## config.mk

```make
export PLATFORM = sky130hd
export DESIGN_NAME = rpn_stack_calculator
export DESIGN_NICKNAME = d
export VERILOG_FILES = /design/src/rtl/rpn_pkg.sv /design/src/rtl/rpn_alu.sv /design/src/rtl/rpn_stack_calculator.sv
export SDC_FILE = /design/constraint.sdc
export NUM_CORES = 1
export LEC_CHECK = 0
export BUFFER_PORTS_ARGS = -buffer_cell sky130_fd_sc_hd__clkbuf_2
export CAP_MARGIN = 20
export CORE_MARGIN = 10
export CORE_UTILIZATION = 50
export DETAILED_ROUTE_END_ITERATION = 6
export PLACE_DENSITY = 0.67
export RECOVER_POWER = 50
export SETUP_SLACK_MARGIN = 0.1
export SKIP_CTS_REPAIR_TIMING = 1
export SYNTH_ARGS = -nofsm -noshare
export SYNTH_HDL_FRONTEND = slang
export SYNTH_HIERARCHICAL = 1
export SYNTH_SLANG_ARGS = --single-unit
```

## constraint.sdc

```tcl
create_clock -name clk -period 6.9 [get_ports clk]
set_clock_uncertainty 0.1 [all_clocks]
set_input_delay 1.38 -clock clk [delete_from_list [all_inputs] [get_ports clk]]
set_output_delay 1.38 -clock clk [all_outputs]
set_load 0.005 [all_outputs]
```

## src/rtl/rpn_pkg.sv

```systemverilog
// Shared types for the RPN stack calculator: FSM states, opcodes, error codes
// and flag bit positions.
package rpn_pkg;

  typedef enum logic [2:0] {
    StIdle  = 3'd0,
    StPush  = 3'd1,
    StExec  = 3'd2,
    StWrite = 3'd3,
    StError = 3'd4
  } state_e;

  typedef enum logic [2:0] {
    OpAdd  = 3'd0,
    OpSub  = 3'd1,
    OpAnd  = 3'd2,
    OpOr   = 3'd3,
    OpSwap = 3'd4,
    OpDrop = 3'd5,
    OpClr  = 3'd6,
    OpDup  = 3'd7
  } opcode_e;

  typedef enum logic [1:0] {
    ErrNone      = 2'b00,
    ErrOverflow  = 2'b01,
    ErrUnderflow = 2'b10
  } err_e;

  // Flags are presented as {N,Z,C,V}
  localparam int unsigned FlagN = 3;
  localparam int unsigned FlagZ = 2;
  localparam int unsigned FlagC = 1;
  localparam int unsigned FlagV = 0;

endpackage

```

## src/rtl/rpn_alu.sv

```systemverilog
// Combinational ALU for the two-operand opcodes: ADD, SUB, AND, OR.
// A is the entry below top, B is top; flags are {N,Z,C,V}.
module rpn_alu
  import rpn_pkg::*;
#(
  parameter int unsigned WIDTH = 16
) (
  input  logic [WIDTH-1:0] a,
  input  logic [WIDTH-1:0] b,
  input  logic [1:0]       op,
  output logic [WIDTH-1:0] result,
  output logic [3:0]       flags
);

  logic [WIDTH:0] sum;
  logic [WIDTH:0] diff;
  logic           carry;
  logic           ovf;

  always_comb begin
    sum    = {1'b0, a} + {1'b0, b};
    // Top bit of the extended difference is the unsigned borrow (a < b)
    diff   = {1'b0, a} - {1'b0, b};
    result = '0;
    carry  = 1'b0;
    ovf    = 1'b0;
    unique case (op)
      2'd0: begin
        result = sum[WIDTH-1:0];
        carry  = sum[WIDTH];
        ovf    = (a[WIDTH-1] == b[WIDTH-1]) && (result[WIDTH-1] != a[WIDTH-1]);
      end
      2'd1: begin
        result = diff[WIDTH-1:0];
        carry  = diff[WIDTH];
        ovf    = (a[WIDTH-1] != b[WIDTH-1]) && (result[WIDTH-1] != a[WIDTH-1]);
      end
      2'd2: result = a & b;
      2'd3: result = a | b;
      default: result = '0;
    endcase
  end

  always_comb begin
    flags        = '0;
    flags[FlagN] = result[WIDTH-1];
    flags[FlagZ] = (result == '0);
    flags[FlagC] = carry;
    flags[FlagV] = ovf;
  end

endmodule

```

## src/rtl/rpn_stack_calculator.sv

```systemverilog
// Reverse-Polish calculator: command FSM, input latch, register-array operand
// stack with entry count, and a result register between ALU and commit.
module rpn_stack_calculator
  import rpn_pkg::*;
#(
  parameter int unsigned WIDTH = 16,
  parameter int unsigned DEPTH = 4
) (
  input  logic                         clk,
  input  logic                         reset,
  input  logic                         Enter,
  input  logic                         IsOp,
  input  logic [WIDTH-1:0]             DataIn,
  output logic [WIDTH-1:0]             Top,
  output logic [$clog2(DEPTH+1)-1:0]   Depth,
  output logic [3:0]                   Flags,
  output logic [1:0]                   ErrCode,
  output logic                         Ready,
  output logic [2:0]                   CurrentState
);

  localparam int unsigned   CntW = $clog2(DEPTH + 1);
  localparam int unsigned   IdxW = (DEPTH > 1) ? $clog2(DEPTH) : 1;
  localparam logic [CntW-1:0] Full = CntW'(DEPTH);

  state_e            state_q, state_d;
  err_e              err_q, err_d;
  logic              accept;
  logic [WIDTH-1:0]  cmd_q;
  logic [WIDTH-1:0]  stack_q [DEPTH];
  logic [CntW-1:0]   count_q;
  logic [WIDTH-1:0]  result_q;
  logic [3:0]        res_flags_q;
  logic [3:0]        flags_q;

  opcode_e           in_op, cmd_op;
  logic [IdxW-1:0]   idx_push, idx_a, idx_b;
  logic [WIDTH-1:0]  opnd_a, opnd_b;
  logic [WIDTH-1:0]  alu_result;
  logic [3:0]        alu_flags;

  assign in_op    = opcode_e'(DataIn[2:0]);
  assign cmd_op   = opcode_e'(cmd_q[2:0]);
  assign idx_push = IdxW'(count_q);
  assign idx_b    = IdxW'(count_q - CntW'(1));
  assign idx_a    = IdxW'(count_q - CntW'(2));

  // Reads are gated by count so empty slots never reach Top or the ALU
  always_comb begin
    opnd_a = '0;
    opnd_b = '0;
    if (count_q != '0)        opnd_b = stack_q[idx_b];
    if (count_q >= CntW'(2))  opnd_a = stack_q[idx_a];
  end

  rpn_alu #(
    .WIDTH (WIDTH)
  ) u_alu (
    .a      (opnd_a),
    .b      (opnd_b),
    .op     (cmd_q[1:0]),
    .result (alu_result),
    .flags  (alu_flags)
  );

  always_comb begin
    state_d = state_q;
    err_d   = err_q;
    accept  = 1'b0;
    unique case (state_q)
      StIdle: begin
        if (Enter) begin
          accept = 1'b1;
          if (!IsOp) begin
            if (count_q == Full) begin
              state_d = StError;
              err_d   = ErrOverflow;
            end else begin
              state_d = StPush;
            end
          end else if (in_op == OpClr) begin
            state_d = StExec;
          end else if (in_op == OpDup && count_q == Full) begin
            state_d = StError;
            err_d   = ErrOverflow;
          end else if ((in_op == OpDrop || in_op == OpDup) ? (count_q == '0)
                                                           : (count_q < CntW'(2))) begin
            state_d = StError;
            err_d   = ErrUnderflow;
          end else begin
            state_d = StExec;
          end
        end
      end
      StPush:  state_d = StIdle;
      StExec:  state_d = StWrite;
      StWrite: begin
        state_d = StIdle;
        if (cmd_op == OpClr) err_d = ErrNone;
      end
      StError: begin
        if (Enter && IsOp && in_op == OpClr) begin
          accept  = 1'b1;
          state_d = StExec;
        end
      end
      default: state_d = StIdle;
    endcase
  end

  always_ff @(posedge clk) begin
    if (reset) begin
      state_q     <= StIdle;
      err_q       <= ErrNone;
      cmd_q       <= '0;
      count_q     <= '0;
      result_q    <= '0;
      res_flags_q <= '0;
      flags_q     <= '0;
    end else begin
      state_q <= state_d;
      err_q   <= err_d;
      if (accept) cmd_q <= DataIn;
      unique case (state_q)
        StPush: count_q <= count_q + CntW'(1);
        StExec: begin
          result_q    <= alu_result;
          res_flags_q <= alu_flags;
        end
        StWrite: begin
          unique case (cmd_op)
            OpAdd, OpSub, OpAnd, OpOr: begin
              count_q <= count_q - CntW'(1);
              flags_q <= res_flags_q;
            end
            OpSwap: ;
            OpDrop: count_q <= count_q - CntW'(1);
            OpClr:  count_q <= '0;
            OpDup:  count_q <= count_q + CntW'(1);
          endcase
        end
        default: ;
      endcase
    end
  end

  // Stack storage has no reset; slots at or above count are don't-care
  always_ff @(posedge clk) begin
    if (!reset) begin
      if (state_q == StPush) begin
        stack_q[idx_push] <= cmd_q;
      end else if (state_q == StWrite) begin
        unique case (cmd_op)
          OpAdd, OpSub, OpAnd, OpOr: stack_q[idx_a] <= result_q;
          OpSwap: begin
            stack_q[idx_a] <= opnd_b;
            stack_q[idx_b] <= opnd_a;
          end
          OpDup:  stack_q[idx_push] <= opnd_b;
          default: ;
        endcase
      end
    end
  end

  assign Top          = opnd_b;
  assign Depth        = count_q;
  assign Flags        = flags_q;
  assign ErrCode      = err_q;
  assign Ready        = (state_q == StIdle);
  assign CurrentState = state_q;

endmodule

```

==> impl_summary.log <==
INFO  metric drive_gt1_share = 12.6%
INFO  metric timing.setup.critical_path_class = register to register
INFO  metric design.core.area = 0.0174 mm²
INFO  metric rsz0062_at_grt = no
INFO  metric critical_path_peak_fanout = 24
INFO  metric vias = 7295
INFO  metric period_minus_slack = 5.73 ns
INFO  metric result_of_the_run = finished, violations left
INFO  metric synthesis_stage_register_bit_count = 112
INFO  metric floorplan.die.height = 153 µm
INFO  metric syn_area = 0.00886 mm²
INFO  metric layout.cell_area.non_filler = 0.00927 mm²
INFO  metric worst_setup_path_start_kind = register
INFO  metric maxSlewHeadroom = -63.4%
INFO  metric layout.cells.most_common = sky130_fd_sc_hd__nand2_1
INFO  metric most_frequent_cells_in_the_layout = 134 x sky130_fd_sc_hd__nand2_1, 76 x sky130_fd_sc_hd__inv_1, 64 x sky130_fd_sc_hd__edfxtp_1
INFO  metric critPathRequiredTime = 7.07 ns
INFO  metric diodes_inserted = 0
INFO  metric hold_path.class = register to register
INFO  metric numPortBuffers = 48
INFO  metric pwr_density_cell = 192 mW/mm²
INFO  metric grt_pass1_wl = 38600 µm
INFO  metric area_growth = 4.69%
INFO  metric die-area = 0.0234 mm²
INFO  metric routabilityCongestion = 0.957
INFO  metric longest_individual_stage_delay_on_the_worst_path = 0.72 ns
INFO  metric worst-endpoint-arrival = 5.90 ns
INFO  metric violations = DRC, capacitance limit, slew limit
INFO  metric synth_edf_count = 64
INFO  metric worst_setup_path_end_kind = register
INFO  metric global_route.overflow_total = 0
INFO  metric detail_route.wirelength = 24600 µm
INFO  metric grt_start_max_net_pins = 53
INFO  metric cts_tree = yes
INFO  metric vias_in_the_first_global_route = 6665
INFO  metric power_leakage = 0.00373 µW
INFO  metric placementRows = 48
INFO  metric track_usage = 20.3%
INFO  metric critical-path-slowest-cell = sky130_fd_sc_hd__ha_1
INFO  metric fin_tns_setup = 0 ns
INFO  metric firstDrtPassIters = 7
INFO  metric finalSetupViolations = 0
INFO  metric post-route-util = 53.4%
INFO  metric drtAntennaViolNets = 0
INFO  metric ys.flop_type = sky130_fd_sc_hd__edfxtp_1
INFO  metric asyncSetResetFlopFracSynth = 0%
INFO  metric num-nets-final = 1031
INFO  metric fin_crit_sh = 83.1%
INFO  metric ctsRootBufferMaster = sky130_fd_sc_hd__clkbuf_16
INFO  metric synthesis.area_per_instance = 9.33 µm²
INFO  metric worst_skew_pair.late_latency = 0.37 ns
INFO  metric critical_path.cell_chain = buf_4, inv_1, ha_1, mux4_1, and2_1, ha_1, inv_1, fa_1, mux4_2, nor2_1, or4b_1, or4_1, or4b_1, nor4_2, nand2_1, a21oi_1
INFO  metric drt-vias-per-instance = 6.16
INFO  metric avgRoutedWirePerCell = 20.8 µm
INFO  metric io_pins = 49
INFO  metric htreeDepth = 3
INFO  metric final_report_max_slew_violation_count = 53
INFO  metric worst_slew_pin_slew = 2.45 ns
INFO  metric path_clk_slew = 0.08 ns
INFO  metric cts-buffers-inserted = 9
INFO  metric cts_buffer_depth = 2
INFO  metric synth-seq-area-share = 32.5%
INFO  metric dp_hpwl = 17700 µm
INFO  metric initial_utilization = 51.0%
INFO  metric fp.dieW = 153 µm
INFO  metric drv.max_cap_violation_count = 1
INFO  metric power.ir.vdd_worst = 112 µV
INFO  metric hold_viol = 0
INFO  metric synthDistinctLibCells = 91
INFO  metric postPlaceCellArea = 0.00905 mm²
INFO  metric cts.sink_count = 112
INFO  metric maxClockFrequency = 174 MHz
INFO  metric synth_cells = 949
INFO  metric antenna_found_initial = 0
INFO  metric totalPowerFinal = 1780 µW
INFO  metric synthesis.yosys.warnings = 6
INFO  metric initialDrtViolationCount = 730
INFO  metric drc_errors = 18
INFO  metric synth_nets = 1026
==> logic make-up after synthesis <==
kind of cell	after synthesis	share of synthesized area, %
AO/OA/AOI/OAI	222	17.4
flip-flops	112	32.5
adder cells (fa/ha/maj)	57	8.22
AND/OR/NAND/NOR	305	16.8
buffers and inverters	145	8.12
multiplexers	102	16.3
XOR/XNOR	6	0.678
==> Yosys cell counts (all sizes together), types with 3 or more instances <==
| library cell | instances | share of area [%] |
|---|---|---|
| a2111oi | 4 | 0.40 |
| a211oi | 12 | 1.2 |
| a21o | 3 | 0.27 |
| a21oi | 57 | 3.3 |
| a311oi | 7 | 0.90 |
| a31oi | 7 | 0.49 |
| a32o | 4 | 0.45 |
| and2 | 21 | 1.5 |
| and3 | 3 | 0.21 |
| buf | 41 | 3.5 |
| clkbuf | 25 | 1.3 |
| dfxtp | 48 | 11 |
| edfxtp | 64 | 22 |
| ha | 55 | 7.8 |
| inv | 78 | 3.3 |
| mux2 | 9 | 1.1 |
| mux2i | 63 | 7.1 |
| mux4 | 30 | 8.0 |
| nand2 | 134 | 5.7 |
| nand2b | 8 | 0.59 |
| nand3 | 19 | 1.1 |
| nand3b | 3 | 0.25 |
| nor2 | 59 | 2.5 |
| nor2b | 8 | 0.65 |
| nor3 | 21 | 1.3 |
| nor3b | 3 | 0.31 |
| nor4 | 7 | 0.56 |
| o211a | 3 | 0.34 |
| o211ai | 10 | 0.85 |
| o21a | 4 | 0.34 |
| o21ai | 63 | 4.0 |
| o21bai | 5 | 0.42 |
| o22a | 10 | 0.99 |
| o31a | 4 | 0.40 |
| o31ai | 6 | 0.51 |
| or3 | 6 | 0.48 |
| xnor2 | 3 | 0.30 |
| xor2 | 3 | 0.38 |
==> metal layers <==
layer  up-vias  wire length [µm]  track usage (%)
met4         0               413             5.90
met1      3584             11300             28.4
met3        30              1380             2.83
met2       251             11500             31.7
li1       3430                 -                -
met5         -                 0                0
==> critical path, delay by kind of cell (launching register included) <==
kind	cells	cell delay [ns]
simple gates	7	2.07
compound gates	1	0.14
mux	2	1.09
flops	1	0.31
fa+ha+maj	3	1.33
buf+inv	3	0.58
==> per-stage QoR <==
step	setup slack [ns]	hold slack, ns	cells
finish	1.17	0.358	1184
CTS	1.22	0.358	1183
detailed placement	1.19	0.348	1167
global placement	1.35	0.345	1167
global route	0.751	0.380	1184
floorplan	1.85	0.336	949
==> report_power, final <==
group / leakage, µW / internal, µW / total, µW / switching [µW]
registers: 0.000995 / 723 / 742 / 19.0
logic: 0.00259 / 200 / 515 / 315
clock network: 0.000144 / 254 / 527 / 274
==> sequential cells by signal, indices dropped and copies added, names as in the netlist <==
name / flops
stack_q: 64
cmd_q: 16
result_q: 16
Flags: 4
res_flags_q: 4
CurrentState: 3
Depth: 3
ErrCode: 2
==> final cells by class <==
| type | instances | area (µm²) |
|---|---|---|
| clock inverter | 7 | 62.6 |
| clock buffer | 9 | 225 |
| multi-input combinational | 692 | 5200 |
| timing repair buffer | 60 | 327 |
| inverter | 79 | 297 |
| tap | 225 | 282 |
| sequential | 112 | 2890 |
| fill | 1598 | 8080 |
==> worst paths after layout <==
check	start	endpoint	slack, ns	cells past startpoint
worst min register to register	res_flags_q[3]	res_flags_q[3]	0.36	2
worst max-delay path	Depth[1]	res_flags_q[2]	1.17	16
worst min-delay path	res_flags_q[3]	res_flags_q[3]	0.36	2
worst max register to register	Depth[1]	res_flags_q[2]	1.17	16
Note: power is estimated with default switching activity, not from simulation.
